==> src/rtl/tanh_act_if.sv <==
// Request/response bundle between NREQ activation requesters and the shared tanh unit.
interface tanh_act_if #(
  parameter int NREQ = 4,
  parameter int ID_W = 2
);
  logic [NREQ-1:0]   req_valid;
  logic [4*NREQ-1:0] req_data;
  logic [NREQ-1:0]   req_ready;
  logic              rsp_valid;
  logic [3:0]        rsp_data;
  logic [ID_W-1:0]   rsp_id;
  logic              rsp_ready;
  logic              busy;

  modport master (
    output req_valid, req_data, rsp_ready,
    input  req_ready, rsp_valid, rsp_data, rsp_id, busy
  );

  modport slave (
    input  req_valid, req_data, rsp_ready,
    output req_ready, rsp_valid, rsp_data, rsp_id, busy
  );
endinterface

==> src/rtl/tanh_act_arbiter.sv <==
// Shares one 4-bit approximate tanh datapath among NREQ requesters through a 2-stage pipeline.
// Define TANH_ARB_FIXED_PRIO_EN for lowest-index-wins arbitration instead of round-robin.
module tanh_act_arbiter #(
  parameter int NREQ = 4,
  parameter int ID_W = 2
) (
  input logic       clk,
  input logic       rst,
  tanh_act_if.slave bus
);
  localparam int DATA_W = 4;

  logic              vld_p1, vld_p2;
  logic [DATA_W-1:0] op_p1, y_p2;
  logic [ID_W-1:0]   id_p1, id_p2;

  logic              s1_free, s2_free;
  logic              gnt_any, take;
  logic [ID_W-1:0]   gnt_idx;
  logic [NREQ-1:0]   gnt_vec;
  logic [DATA_W-1:0] gnt_data;

  function automatic logic [DATA_W-1:0] tanh_approx(input logic [DATA_W-1:0] x);
    logic t;
    t = x[3] & x[2] & ~x[1] & ~x[0];
    return {x[1] ^ t, x[1] ^ t, x[0], x[0]};
  endfunction

  assign s2_free = !vld_p2 || bus.rsp_ready;
  assign s1_free = !vld_p1 || s2_free;

`ifdef TANH_ARB_FIXED_PRIO_EN
  always_comb begin
    gnt_any = 1'b0;
    gnt_idx = '0;
    for (int k = NREQ - 1; k >= 0; k--) begin
      if (bus.req_valid[k]) begin
        gnt_any = 1'b1;
        gnt_idx = ID_W'(k);
      end
    end
  end
`else
  logic [ID_W-1:0] ptr;
  logic [ID_W:0]   cand;

  // Scan offsets from the far end so the nearest valid requester after ptr wins.
  always_comb begin
    gnt_any = 1'b0;
    gnt_idx = '0;
    cand    = '0;
    for (int k = NREQ - 1; k >= 0; k--) begin
      cand = {1'b0, ptr} + (ID_W+1)'(k);
      if (cand >= (ID_W+1)'(NREQ)) cand = cand - (ID_W+1)'(NREQ);
      if (bus.req_valid[cand[ID_W-1:0]]) begin
        gnt_any = 1'b1;
        gnt_idx = cand[ID_W-1:0];
      end
    end
  end

  always_ff @(posedge clk or posedge rst) begin
    if (rst) begin
      ptr <= '0;
    end else if (take) begin
      ptr <= (gnt_idx == ID_W'(NREQ - 1)) ? '0 : gnt_idx + ID_W'(1);
    end
  end
`endif

  // Grant is suppressed while reset is asserted so req_ready reads 0 immediately.
  always_comb begin
    gnt_vec = '0;
    if (!rst && s1_free && gnt_any) gnt_vec[gnt_idx] = 1'b1;
  end

  assign take     = |gnt_vec;
  assign gnt_data = bus.req_data[int'(gnt_idx)*DATA_W +: DATA_W];

  // ---- p0 -> p1: issue register ----
  always_ff @(posedge clk) begin
    if (take) begin
      op_p1 <= gnt_data;
      id_p1 <= gnt_idx;
    end
  end

  // ---- p1 -> p2: tanh evaluated on the way into the result register ----
  always_ff @(posedge clk or posedge rst) begin
    if (rst) begin
      vld_p1 <= 1'b0;
      vld_p2 <= 1'b0;
      y_p2   <= '0;
      id_p2  <= '0;
    end else begin
      if (s1_free) vld_p1 <= take;
      if (s2_free) begin
        vld_p2 <= vld_p1;
        if (vld_p1) begin
          y_p2  <= tanh_approx(op_p1);
          id_p2 <= id_p1;
        end
      end
    end
  end

  assign bus.req_ready = gnt_vec;
  assign bus.rsp_valid = vld_p2;
  assign bus.rsp_data  = y_p2;
  assign bus.rsp_id    = id_p2;
  assign bus.busy      = vld_p1 | vld_p2;
endmodule

==> src/flat_wrapper.sv <==
// flat-port wrapper written by rule: the top's interface ports become plain ports
module tanh_act_arbiter_flat 
#(
  parameter int NREQ = 4,
  parameter int ID_W = 2
)
  (clk, rst, bus_req_valid, bus_req_data, bus_rsp_ready, bus_req_ready, bus_rsp_valid, bus_rsp_data, bus_rsp_id, bus_busy);
  tanh_act_if #(.NREQ(NREQ), .ID_W(ID_W)) bus_i ();
  input logic clk;
  input logic rst;
  input wire logic [$bits(bus_i.req_valid)-1:0] bus_req_valid;
  input wire logic [$bits(bus_i.req_data)-1:0] bus_req_data;
  input wire logic [$bits(bus_i.rsp_ready)-1:0] bus_rsp_ready;
  output wire logic [$bits(bus_i.req_ready)-1:0] bus_req_ready;
  output wire logic [$bits(bus_i.rsp_valid)-1:0] bus_rsp_valid;
  output wire logic [$bits(bus_i.rsp_data)-1:0] bus_rsp_data;
  output wire logic [$bits(bus_i.rsp_id)-1:0] bus_rsp_id;
  output wire logic [$bits(bus_i.busy)-1:0] bus_busy;
  assign bus_i.req_valid = bus_req_valid;
  assign bus_i.req_data = bus_req_data;
  assign bus_i.rsp_ready = bus_rsp_ready;
  assign bus_req_ready = bus_i.req_ready;
  assign bus_rsp_valid = bus_i.rsp_valid;
  assign bus_rsp_data = bus_i.rsp_data;
  assign bus_rsp_id = bus_i.rsp_id;
  assign bus_busy = bus_i.busy;
  tanh_act_arbiter #(.NREQ(NREQ), .ID_W(ID_W)) u_core (.clk(clk), .rst(rst), .bus(bus_i));
endmodule
==> config.mk <==
export PLATFORM = sky130hd
export DESIGN_NAME = tanh_act_arbiter_flat
export DESIGN_NICKNAME = d
export VERILOG_FILES = /design/src/rtl/tanh_act_if.sv /design/src/rtl/tanh_act_arbiter.sv /design/src/flat_wrapper.sv
export SDC_FILE = /design/constraint.sdc
export NUM_CORES = 1
export LEC_CHECK = 0
export BUFFER_PORTS_ARGS = -buffer_cell sky130_fd_sc_hd__buf_2
export CAP_MARGIN = 0
export CORE_UTILIZATION = 25
export CTS_CLUSTER_DIAMETER = 150
export DETAILED_ROUTE_END_ITERATION = 8
export GPL_TIMING_DRIVEN = 0
export HOLD_SLACK_MARGIN = 0.1
export SETUP_SLACK_MARGIN = 0.05
export SLEW_MARGIN = 10
export SYNTH_ARGS = -nofsm -noshare
export SYNTH_HDL_FRONTEND = slang
export SYNTH_SLANG_ARGS = --single-unit
==> constraint.sdc <==
create_clock -name clk -period 2.5 [get_ports clk]
set_clock_uncertainty 0.2 [all_clocks]
set_input_delay 0.125 -clock clk [delete_from_list [all_inputs] [get_ports clk]]
set_output_delay 0.125 -clock clk [all_outputs]
set_load 0.005 [all_outputs]
# After elaboration in Yosys (flattened, before gate mapping)
# Cells that the tools add are included.
# W data, S select, Z words.
op_classes:
  addsub: 8
  n_shift: 1
  n_reduce_logical: 10
  bitwise_logic: 7
  n_eq_ne: 1
  n_lt_le_gt_ge: 10
  muxes: 24
ops:
  columns: ["operator", "n"]
  rows:
  - ["$mux W2", 9]
  - ["$shiftx A16 B5 Y4", 1]
  - ["$lt A2 B3 Y1 const B", 5]
  - ["$ge A3 B3 Y1 const B", 3]
  - ["$mux W1", 9]
  - ["$bmux W1 S2", 4]
  - ["$sub A2 B1 Y2 const B", 4]
  - ["$add A2 B2 Y3 const B", 2]
  - ["$mux W4", 1]
  - ["$reduce_or A4 Y1", 1]
  - ["$add A2 B1 Y3 const B", 1]
  - ["$and A1 B1 Y1", 3]
  - ["$ge A2 B3 Y1 const B", 1]
  - ["$logic_and A1 B1 Y1", 3]
  - ["$logic_not A1 Y1", 3]
  - ["$add A2 B1 Y2 const B", 1]
  - ["$demux W1 S2", 1]
  - ["$eq A2 B2 Y1 const B", 1]
  - ["$ge A2 B1 Y1 const B", 1]
  - ["$logic_or A1 B1 Y1", 2]
  - ["$not A1 Y1", 2]
  - ["$reduce_and A2 Y1", 1]
  - ["$or A1 B1 Y1", 1]
  - ["$xor A1 B1 Y1", 1]
word_totals:
  input_bits: 23
  out_inout_bits: 12
  ff_bits: 15

# Longest topological paths before layout
# Gate-level depths: netlist (run 1).
depth:
  word_depth: 15
  ltp_mapped: 7
  ltp_nobuf: 7

# Worst setup path after synthesis (run 1)
# Ideal clock, no wire load.
synth_timing:
  kind: "register -> register"
  start: "reg u_core.ptr[1]"
  end: "reg u_core.id_p1[0], enable pin"
  setup_slack_ns: 0.228
  setup_ns: 0.271
  t_arrival_ns: 1.801
  stages_incl_launch_ff: 8
  path_cell_list: "dfrtp_1 > mux2i_1 > o22ai_2 > a31oi_4 > inv_1 > ha_1 > o31ai_4 > inv_1"
synth_via:
  elab_chain_cells: 15
  elab_cells_between_ends: 39
  cone_classes: "add/sub (7); order compare (6); mux (23); reduce/logical (3)"
synth_rtl:
  columns: ["element", "line", "text"]
  rows:
  - ["start, declared", "tanh_act_arbiter.sv:44", "logic [ID_W-1:0] ptr;"]
  - ["start signal, assigned", "tanh_act_arbiter.sv:66", "ptr <= (gnt_idx == ID_W'(NREQ - 1)) ? '0 : gnt_idx + ID_W'(1);"]
  - ["$add A2 B2 Y3", "tanh_act_arbiter.sv:53", "cand = {1'b0, ptr} + (ID_W+1)'(k);"]
  - ["$ge A3 B3 Y1 or $sub A2 B1 Y2 (tied branches)", "tanh_act_arbiter.sv:54", "if (cand >= (ID_W+1)'(NREQ)) cand = cand - (ID_W+1)'(NREQ);"]
  - ["$mux W2", "tanh_act_arbiter.sv:54", null]
  - ["$bmux W1 S2", "tanh_act_arbiter.sv:55", "if (bus.req_valid[cand[ID_W-1:0]]) begin"]
  - ["$mux W1 (not written as such)", "tanh_act_arbiter.sv:55", null]
  - ["$mux W2 (3 in a row)", "tanh_act_arbiter.sv:55", null]
  - ["$mux W2 *", "tanh_act_arbiter.sv:55", null]
  - ["via u_core.gnt_idx[0]", "tanh_act_arbiter.sv:19", "logic [ID_W-1:0] gnt_idx;"]
  - ["$lt A2 B3 Y1 (not written as such) or $ge A2 B1 Y1 (tied branches)", "tanh_act_arbiter.sv:74", "if (!rst && s1_free && gnt_any) gnt_vec[gnt_idx] = 1'b1;"]
  - ["$logic_and A1 B1 Y1 (not written as such)", "tanh_act_arbiter.sv:74", null]
  - ["$mux W1 (not written as such)", "tanh_act_arbiter.sv:74", null]
  - ["$demux W1 S2 *", null, null]
  - ["$mux W4 *", "tanh_act_arbiter.sv:74", null]
  - ["$reduce_or A4 Y1 *", "tanh_act_arbiter.sv:77", "assign take = |gnt_vec;"]
  - ["via u_core.take", "tanh_act_arbiter.sv:18", "logic gnt_any, take;"]
  - ["end signal, assigned", "tanh_act_arbiter.sv:84", "id_p1 <= gnt_idx;"]
  - ["end, declared", "tanh_act_arbiter.sv:15", "logic [ID_W-1:0] id_p1, id_p2;"]
# The timed path passes the listed nets; every way through them passes the cells marked *. The select of a mux whose other input is x is not followed.
# A chain may end at the register's enable or synchronous reset.

# Worst setup path in the final report (run 1)
layout_timing:
  start: "reg u_core.ptr[1]"
  end: "reg u_core.op_p1[0], data pin"
layout_via:
  elab_chain_cells: 10
  elab_cells_between_ends: 28
  cone_classes: "add/sub (7); order compare (4); shift (1); mux (16)"
layout_rtl:
  columns: ["element", "line", "text"]
  rows:
  - ["$add A2 B2 Y3", "tanh_act_arbiter.sv:53", null]
  - ["$ge A3 B3 Y1 or $sub A2 B1 Y2 (tied branches)", "tanh_act_arbiter.sv:54", null]
  - ["$mux W2", "tanh_act_arbiter.sv:54", null]
  - ["$bmux W1 S2", "tanh_act_arbiter.sv:55", null]
  - ["$mux W1 (not written as such)", "tanh_act_arbiter.sv:55", null]
  - ["$mux W2 (3 in a row)", "tanh_act_arbiter.sv:55", null]
  - ["$mux W2 *", "tanh_act_arbiter.sv:55", null]
  - ["via u_core.gnt_idx[1]", "tanh_act_arbiter.sv:19", null]
  - ["$shiftx A16 B5 Y4 *", "tanh_act_arbiter.sv:78", "assign gnt_data = bus.req_data[int'(gnt_idx)*DATA_W +: DATA_W];"]
  - ["via u_core.gnt_data[0]", "tanh_act_arbiter.sv:21", "logic [DATA_W-1:0] gnt_data;"]
  - ["end signal, assigned", "tanh_act_arbiter.sv:83", "op_p1 <= gnt_data;"]
  - ["end, declared", "tanh_act_arbiter.sv:14", "logic [DATA_W-1:0] op_p1, y_p2;"]
# Marked as above.

==> flow_summary.ini, run 1 <==
[timing]
rsz0062_at_grt = no
finalCritPeriodShare_pct = 94.3
setup_violations = 0
fmax_mhz = 424
finalHoldViolations = 0
finalSetupTns_ns = 0
drv_slew = 0
max_slew.worst_pin.slew_ns = 0.334
max_slew_margin_pct = 77.7
fin_crit_ns = 2.36
holdWs_ns = 0.146

[pwr]
switching_share_pct = 34.7
power_mw = 1.08
irDropWorstVdd_v = 0.000287
p_leak_nw = 0.622
power_density_mw_per_mm2 = 852
p_sw_uw = 376
p_comb_share_pct = 50.9
seqPwrFrac_pct = 37.4
clockPowerShare_pct = 11.7
p_int_uw = 707

[critical_path]
crit_fanout = 10
worstSetupPathType = reg -> reg
rr_startpoint = u_core.ptr[1]$_DFFE_PP0P_
cpMaxStageDelayCell = dlygate4sd3_1
rr_worst_depth = 7
cp-start-kind = flop
reg2reg_to = u_core.op_p1[0]$_DFFE_PP_
crit_top_cell = mux2i_1
crit_chain = a21oi_1, o21a_1, o22ai_4, inv_6, mux2i_1, dlygate4sd3_1, mux2i_1
r2r_slack_ns = 0.14
critPathMaxStageDelay_ns = 0.57
crit_buf_inv = 2
cp.arrival_ns = 2.19
endpoint_kind = flop
path_delay_family = buffers and inverters
worst_ep_required_time_ns = 2.33

[synth]
ys_ff_latch = 14
yosys.area.top_type = dfrtp_1
ys_types = 26
ys_warn_count = 0
synth-async-reset-ratio_pct = 57.1
netlist_area_um2 = 816
avgSynthCellArea_um2 = 11.7
syn_nets = 94
synth_flop_cell = dfrtp_1
synth_top_area_share_pct = 24.5
synth_area_leaders = dfrtp_1 25%, edfxtp_1 22%, mux2i_1 17%, inv_1 4.1%, mux2_2 2.8%
ys_seq_area_share_pct = 46.6
syn_inst = 70
synth_edf_count = 6

[flow_run]
cap_viol_max_count = 0

[route]
drt_first_pass_iters = 4
route.detailed.drc = 0
drt_iter0_markers = 13
wl_per_cell_um = 9.80
ant_nets = 0
wl_um = 1700
vias = 709
viasPerCell = 4.10

[global_routing]
gr-total-overflow = 0
grt_pass1_vias = 636
gr-usage-all-layers_pct = 10.8
antenna_found_initial = 0
grt_first_pass_wirelength_um = 2760
grt_start_max_net_pins = 11

[floorplanning]
coreArea_mm2 = 0.00308
fp-row-count = 20
die_w_um = 59.1
ios = 35
dieHeight_um = 59.1
die_area_mm2 = 0.00350
start_util_pct = 26.5

[place]
routabilityCongestion = 0.698
dp_cells = 148
io_buffers = 34
hpwlAfterDp_um = 1190

[clock_network]
clockBufferDepth = 2
cts_buffers = 3
insertion_delay_ns = 0.27
htree_levels = 1
cts-root-buf = clkbuf_4
tritoncts = yes
cts_num_sinks = 14
path_clk_slew_ns = 0.08

[cells_and_area]
diodes = 0
finalNonFillerCells = 173
fin_util_pct = 41.3
layout-drive-gt1-share_pct = 40.3
area_growth_syn_to_layout_pct = 55.8
fin_nets = 154

[outcome]
outcome = finished clean

[hold_path]
hold_class = in -> async
cells in the mapped netlist (2+ instances only):
cell,instances
a21oi_1,2
buf_4,2
dfrtp_1,8
edfxtp_1,6
inv_1,9
mux2_2,2
mux2i_1,14
nand2_1,5
nor2_1,2
o21ai_0,4
logic make-up after synthesis:
group / synth area share [%]
fa+ha+maj: 1.53
buf+inv: 7.05
flops: 46.6
simple gates: 7.21
compound gates: 17.6
mux: 19.9
tightest hold or removal path, delay by kind of cell:
family | cells | cell delay (ns)
buffers and inverters | 3 | 0.90
sequential cells by signal (all words and copies together), names as in the netlist:
| signal | cells |
|---|---|
| u_core.op_p1 | 4 |
| u_core.bus.rsp_data | 2 |
| u_core.bus.rsp_id | 2 |
| u_core.id_p1 | 2 |
| u_core.ptr | 2 |
| u_core.bus.rsp_valid | 1 |
| u_core.vld_p1 | 1 |
power groups by stage:
stage / Clock (mW) / Combinational [mW] / Sequential (mW)
3_3_place_gp: 0 / 0.468 / 0.406
6_report: 0.127 / 0.552 / 0.405
3_5_place_dp: 0 / 0.478 / 0.410
5_1_grt: 0.141 / 0.612 / 0.417
4_1_cts: 0.135 / 0.539 / 0.405
2_1_floorplan: 0 / 0.334 / 0.405
layout by cell type (no fill, tap or decap), types with 3 or more instances in the layout:
cell	instances
buf_2	34
inv_1	9
nand2_1	5
o21ai_0	4
dfrtp_1	7
clkbuf_4	3
dlygate4sd3_1	18
buf_4	5
edfxtp_1	6
mux2i_1	14
layer usage:
metal | wire length (um) | GRT usage [%] | up-vias
li1 | - | - | 369
met1 | 738 | 12.7 | 316
met2 | 893 | 18.0 | 24
met3 | 64 | 2.18 | 0
met4 | 0 | 6.80 | 0
met5 | 0 | 0 | -
metrics by stage:
| step | worst slack (ns) | cell area [um2] |
|---|---|---|
| finish | 0.143 | 1270 |
| global route | 0.0493 | 1270 |
| CTS | 0.0940 | 1250 |
| detailed placement | 0.00229 | 1040 |
| global placement | 0.0352 | 1040 |
| floorplan | 0.228 | 816 |
area by class of cell:
class,instances,area (um2)
buffer,2,15.0
clock buffer,3,22.5
clock inverter,1,3.75
fill,308,1810
inverter,10,42.5
multi-input combinational,44,378
sequential,14,382
tap,44,55.1
timing repair buffer,55,373
worst max path at each step:
stage                                 to  slack [ns]                       from  cells past startpoint
6_report       u_core.op_p1[0]$_DFFE_PP_        0.14  u_core.ptr[1]$_DFFE_PP0P_                      7
5_1_grt        u_core.op_p1[3]$_DFFE_PP_        0.05  u_core.ptr[1]$_DFFE_PP0P_                      7
3_3_place_gp   u_core.id_p1[1]$_DFFE_PP_        0.04  u_core.ptr[1]$_DFFE_PP0P_                      7
2_1_floorplan  u_core.id_p1[0]$_DFFE_PP_        0.23  u_core.ptr[1]$_DFFE_PP0P_                      7
4_1_cts        u_core.op_p1[2]$_DFFE_PP_        0.09  u_core.ptr[1]$_DFFE_PP0P_                      7
3_5_place_dp   u_core.id_p1[1]$_DFFE_PP_       0.002  u_core.ptr[1]$_DFFE_PP0P_                      7
repair_timing:
item,in CTS,in global routing
setup endpoints to repair,7,10
hold endpoints to repair,14,0
buffers inserted,1,2
pin swaps,0,1
hold buffers,18,0
gates resized for setup,0,1
gates cloned,0,0
Note: power is estimated with default switching activity, not from simulation.
==> inputs of run 2 (changes only) <==
--- a/config.mk
+++ b/config.mk
@@ -7,6 +7,7 @@
 export LEC_CHECK = 0
 export BUFFER_PORTS_ARGS = -buffer_cell sky130_fd_sc_hd__buf_2
 export CAP_MARGIN = 0
+export CORE_ASPECT_RATIO = 1.25
 export CORE_UTILIZATION = 25
 export CTS_CLUSTER_DIAMETER = 150
 export DETAILED_ROUTE_END_ITERATION = 8
==> run 2 against run 1 <==
  * Non-clock buffer count decreased by 1
  * Fmax increased by 0.83%
  * Global-route usage fell by 0.093 points
  * Setup slack improved by 0.019 ns
  * Combinational power decreased by 4.0%
  * Flip-flop and latch count unchanged
  * Via count shrank 0.56%
  * Critical path type unchanged
==> flow_summary.ini, run 2 (same netlist as run 1, synthesis figures left out) <==
[critical_path]
worstSetupPathType = reg -> reg
path_depth = 7
rr_worst_depth = 7
worst_ep_required_time_ns = 2.32
cp.arrival_ns = 2.16
crit_top_cell = mux2i_1
crit_chain = a21oi_1, o21a_1, o22ai_4, inv_6, mux2i_1, dlygate4sd3_1, mux2i_1
rr_startpoint = u_core.ptr[1]$_DFFE_PP0P_
critPathMaxStageDelay_ns = 0.56
endpoint_kind = flop
crit_buf_inv = 2
cpMaxStageDelayCell = dlygate4sd3_1
r2r_slack_ns = 0.16
crit_fanout = 10
reg2reg_to = u_core.op_p1[1]$_DFFE_PP_
cp-start-kind = flop
path_delay_family = buffers and inverters

[clock_network]
clockBufferDepth = 2
htree_levels = 1
cts_buffers = 3
cts-root-buf = clkbuf_4
tritoncts = yes
cts_num_sinks = 14
insertion_delay_ns = 0.27
path_clk_slew_ns = 0.08

[floorplanning]
ios = 35
coreArea_mm2 = 0.00303
start_util_pct = 26.9
dieHeight_um = 65.9
die_w_um = 53.1
fp-row-count = 22
die_area_mm2 = 0.00350

[cells_and_area]
fin_util_pct = 41.4
diodes = 0
area_growth_syn_to_layout_pct = 53.7
top_register = u_core.op_p1
largest_reg_flops = 4
finalNonFillerCells = 164
multi_input_area_um2 = 378
layout_common_cells = 34 x buf_2, 18 x dlygate4sd3_1, 14 x mux2i_1
fillers = 316
fin_nets = 153
layout-drive-gt1-share_pct = 39.8
regArea_um2 = 382
layout_commonest_cell = buf_2

[global_routing]
gr-total-overflow = 0
antenna_found_initial = 0
grt_first_pass_wirelength_um = 2740
grt_start_max_net_pins = 11
gr-usage-all-layers_pct = 10.7
grt_pass1_vias = 666

[timing]
fin_crit_ns = 2.34
finalHoldViolations = 0
max_slew_margin_pct = 78.5
finalCritPeriodShare_pct = 93.5
drv_slew = 0
rsz0062_at_grt = no
fmax_mhz = 428
finalSetupTns_ns = 0
setup_violations = 0
max_slew.worst_pin.slew_ns = 0.322

[pwr]
seqPwrFrac_pct = 38.3
p_sw_uw = 367
switching_share_pct = 34.6
p_leak_nw = 0.617
p_int_uw = 693
p_comb_share_pct = 50.0
irDropWorstVdd_v = 0.000508
power_density_mw_per_mm2 = 846
clockPowerShare_pct = 11.7

[place]
routabilityCongestion = 0.678
hpwlAfterDp_um = 1170
io_buffers = 34
dp_cells = 140

[flow_run]
cap_viol_max_count = 0

[route]
drt_iter0_markers = 6
route.detailed.drc = 0
wl_um = 1600
wl_per_cell_um = 9.74
viasPerCell = 4.30
drt_first_pass_iters = 4
ant_nets = 0
vias = 705

[hold_path]
holdPathStages = 3
hold_class = in -> reg
min_to = u_core.id_p1[1]$_DFFE_PP_
min_from = bus_req_valid[3]

[outcome]
outcome = finished clean
==> run 2: power by group through the flow <==
| stage | clock network, mW | registers, mW | logic, mW |
|---|---|---|---|
| final | 0.124 | 0.406 | 0.530 |
| after global routing | 0.142 | 0.418 | 0.596 |
| after CTS | 0.131 | 0.406 | 0.527 |
| after detailed placement | 0 | 0.411 | 0.475 |
| after global placement | 0 | 0.406 | 0.465 |
| after floorplan | 0 | 0.405 | 0.334 |
==> run 2: layout make-up <==
type / count / share of cell area [%]
sequential: 14 / 30.4
multi-input combinational: 44 / 30.1
timing repair buffer: 54 / 29.1
tap: 36 / 3.59
inverter: 10 / 3.39
clock buffer: 3 / 1.80
buffer: 2 / 1.20
clock inverter: 1 / 0.299
==> run 2: worst max-delay path by stage <==
stage | startpoint | end | slack, ns
2_1_floorplan | u_core.ptr[1]$_DFFE_PP0P_ | u_core.id_p1[0]$_DFFE_PP_ | 0.23
3_3_place_gp | u_core.ptr[1]$_DFFE_PP0P_ | u_core.id_p1[1]$_DFFE_PP_ | 0.05
3_5_place_dp | u_core.ptr[1]$_DFFE_PP0P_ | u_core.op_p1[1]$_DFFE_PP_ | 0.01
4_1_cts | u_core.ptr[1]$_DFFE_PP0P_ | u_core.op_p1[1]$_DFFE_PP_ | 0.1
5_1_grt | u_core.ptr[1]$_DFFE_PP0P_ | u_core.op_p1[1]$_DFFE_PP_ | 0.07
6_report | u_core.ptr[1]$_DFFE_PP0P_ | u_core.op_p1[1]$_DFFE_PP_ | 0.16
==> run 2: layer usage <==
metal / up-vias / part of all wire (%) / global-route usage [%]
met5: - / 0 / 0
met4: 0 / 0 / 7.89
met3: 0 / 5.1 / 0.690
met2: 29 / 53 / 18.8
met1: 312 / 42 / 11.6
li1: 364 / - / -
==> run 2: repair_timing <==
| item | CTS | global route |
|---|---|---|
| endpoints found under the setup margin | 6 | 10 |
| resized for setup | 0 | 1 |
| hold buffers | 18 | 0 |
| endpoints found under the hold margin | 14 | 0 |
| pin swaps | 0 | 1 |
| setup buffers | 1 | 1 |
==> run 2: per-stage QoR <==
stage               worst slack [ns]  power (mW)  hold WS [ns]  instance area (um2)
detailed placement            0.0149       0.886        -0.104                 1030
floorplan                      0.228       0.739        -0.251                  816
global route                  0.0683        1.15         0.150                 1250
finish                         0.162        1.06         0.143                 1250
global placement              0.0526       0.871        -0.114                 1030
CTS                           0.0991        1.06         0.145                 1240
==> run 2: tightest hold or removal path, cell delays in order <==
cell and delay, ns:
buf_2 0.13, o22ai_4 0.11, inv_6 0.12
==> inputs of run 3 (changes only) <==
--- a/config.mk
+++ b/config.mk
@@ -13,6 +13,7 @@
 export DETAILED_ROUTE_END_ITERATION = 8
 export GPL_TIMING_DRIVEN = 0
 export HOLD_SLACK_MARGIN = 0.1
+export RECOVER_POWER = 100
 export SETUP_SLACK_MARGIN = 0.05
 export SLEW_MARGIN = 10
 export SYNTH_ARGS = -nofsm -noshare
==> run 3 against run 2 <==
  * Utilization shrank 0.17 points
  * Design area shrank 0.40%
  * Cell count is the same
  * Via count grew 0.14%
  * First-iteration DRC count is the same
  * Register-to-register slack is essentially flat
  * Combinational power shrank 1%
  * Setup slack is essentially flat
  * Critical endpoint unchanged
==> flow_summary.ini, run 3 (same netlist as run 1, synthesis figures left out) <==
[cells_and_area]
layout_commonest_cell = buf_2
regArea_um2 = 382
top_register = u_core.op_p1
multi_input_area_um2 = 378
layout_common_cells = 30 x buf_2, 18 x dlygate4sd3_1, 14 x mux2i_1
fin_nets = 153
layout-drive-gt1-share_pct = 36.7
diodes = 0
largest_reg_flops = 4
fillers = 315
area_growth_syn_to_layout_pct = 53.1

[pwr]
power_density_mw_per_mm2 = 844
switching_share_pct = 34.8
seqPwrFrac_pct = 38.5
p_sw_uw = 367
p_comb_share_pct = 49.7
irDropWorstVdd_v = 0.000500
p_leak_nw = 0.603
p_int_uw = 687
clockPowerShare_pct = 11.8
power_mw = 1.05

[global_routing]
grt_first_pass_wirelength_um = 2740
grt_start_max_net_pins = 11
antenna_found_initial = 0
gr-usage-all-layers_pct = 10.7
gr-total-overflow = 0
grt_pass1_vias = 666

[clock_network]
htree_levels = 1
cts_num_sinks = 14
cts_buffers = 3
path_clk_slew_ns = 0.08
clockBufferDepth = 2
tritoncts = yes
insertion_delay_ns = 0.27
cts-root-buf = clkbuf_4

[floorplanning]
coreArea_mm2 = 0.00303
dieHeight_um = 65.9
die_area_mm2 = 0.00350
start_util_pct = 26.9
ios = 35
fp-row-count = 22
die_w_um = 53.1

[place]
hpwlAfterDp_um = 1170
routabilityCongestion = 0.678
io_buffers = 34

[route]
routed-wl-met3_um = 80
drt_first_pass_iters = 4
viasPerCell = 4.30
top_layer_used = met3
ant_nets = 0
route.detailed.drc = 0
wl_met2_um = 846
drt_iter0_markers = 6
vias = 706
wl_per_cell_um = 9.73
wl_um = 1600
met1_length_um = 668

[critical_path]
crit_fanout = 10
worst_ep_required_time_ns = 2.32
cp-start-kind = flop
endpoint_kind = flop
cp.arrival_ns = 2.16
worstSetupPathType = reg -> reg

[timing]
rsz0062_at_grt = no
finalHoldViolations = 0
max_slew.worst_pin.slew_ns = 0.323
finalSetupTns_ns = 0
fin_crit_ns = 2.34
setup_violations = 0
finalCritPeriodShare_pct = 93.5
fmax_mhz = 428
max_slew_margin_pct = 78.5
drv_slew = 0

[hold_path]
hold_class = in -> reg

[outcome]
outcome = finished clean

[flow_run]
cap_viol_max_count = 0
==> run 3: cell types whose count changed in the layout (fill, tap and decap cells not counted) <==
cell	before	now
buf_4	4	2
clkbuf_1	0	4
clkbuf_4	3	5
buf_2	34	30
==> run 3: path summary, 6_finish.rpt <==
check | depth (start not counted) | from | slack (ns) | to
worst max register to register | 7 | u_core.ptr[1]$_DFFE_PP0P_ | 0.16 | u_core.op_p1[1]$_DFFE_PP_
worst min-delay path | 3 | bus_req_valid[3] | 0.14 | u_core.id_p1[1]$_DFFE_PP_
worst min register to register | 1 | u_core.id_p1[1]$_DFFE_PP_ | 0.29 | u_core.bus.rsp_id[1]$_DFFE_PP0P_
worst max-delay path | 7 | u_core.ptr[1]$_DFFE_PP0P_ | 0.16 | u_core.op_p1[1]$_DFFE_PP_
min in group asynchronous | 3 | rst | 0.15 | u_core.bus.rsp_id[0]$_DFFE_PP0P_
max in group asynchronous | 3 | rst | 1.69 | u_core.ptr[1]$_DFFE_PP0P_
==> run 3: critical path, stage by stage (launching register included) <==
cell	delay (ns)
dfrtp_2	0.43
a21oi_1	0.08
o21a_1	0.20
o22ai_4	0.28
inv_6	0.10
mux2i_1	0.16
dlygate4sd3_1	0.56
mux2i_1	0.08
==> run 3: timing repair <==
item                                    CTS  global route
gates resized for setup                   0             1
hold endpoints to repair                 14             0
hold buffers                             18             0
endpoints found under the setup margin    6            10
setup buffers                             1             1
pin swaps                                 0             1
==> run 3: per-layer routing <==
layer,track usage (%),vias to the layer above
met5,0,-
li1,-,365
met4,7.89,0
met1,11.6,312
met3,0.690,0
met2,18.8,29
==> run 3: power by group through the flow <==
stage               sequential [mW]  clock (mW)  combinational, mW
floorplan                     0.405           0              0.334
global placement              0.406           0              0.465
detailed placement            0.411           0              0.475
CTS                           0.406       0.131              0.527
global route                  0.418       0.142              0.589
finish                        0.406       0.124              0.523
==> run 3: cell type report <==
type | count | area share, %
clock inverter | 1 | 0.301
sequential | 14 | 30.6
buffer | 2 | 1.20
clock buffer | 3 | 1.80
tap | 36 | 3.61
inverter | 10 | 3.41
timing repair buffer | 54 | 28.9
multi-input combinational | 44 | 30.3
==> run 3: per-stage QoR <==
stage / hold slack [ns] / instances / instance area [um2] / utilization, % / worst slack (ns)
6_report: 0.143 / 164 / 1250 / 41.2 / 0.162
5_1_grt: 0.150 / 164 / 1250 / 41.2 / 0.0683
4_1_cts: 0.145 / 163 / 1240 / 41.1 / 0.0991
3_5_place_dp: -0.104 / 140 / 1030 / 34.0 / 0.0149
3_3_place_gp: -0.114 / 140 / 1030 / 34.0 / 0.0526
2_1_floorplan: -0.251 / 70 / 816 / - / 0.228
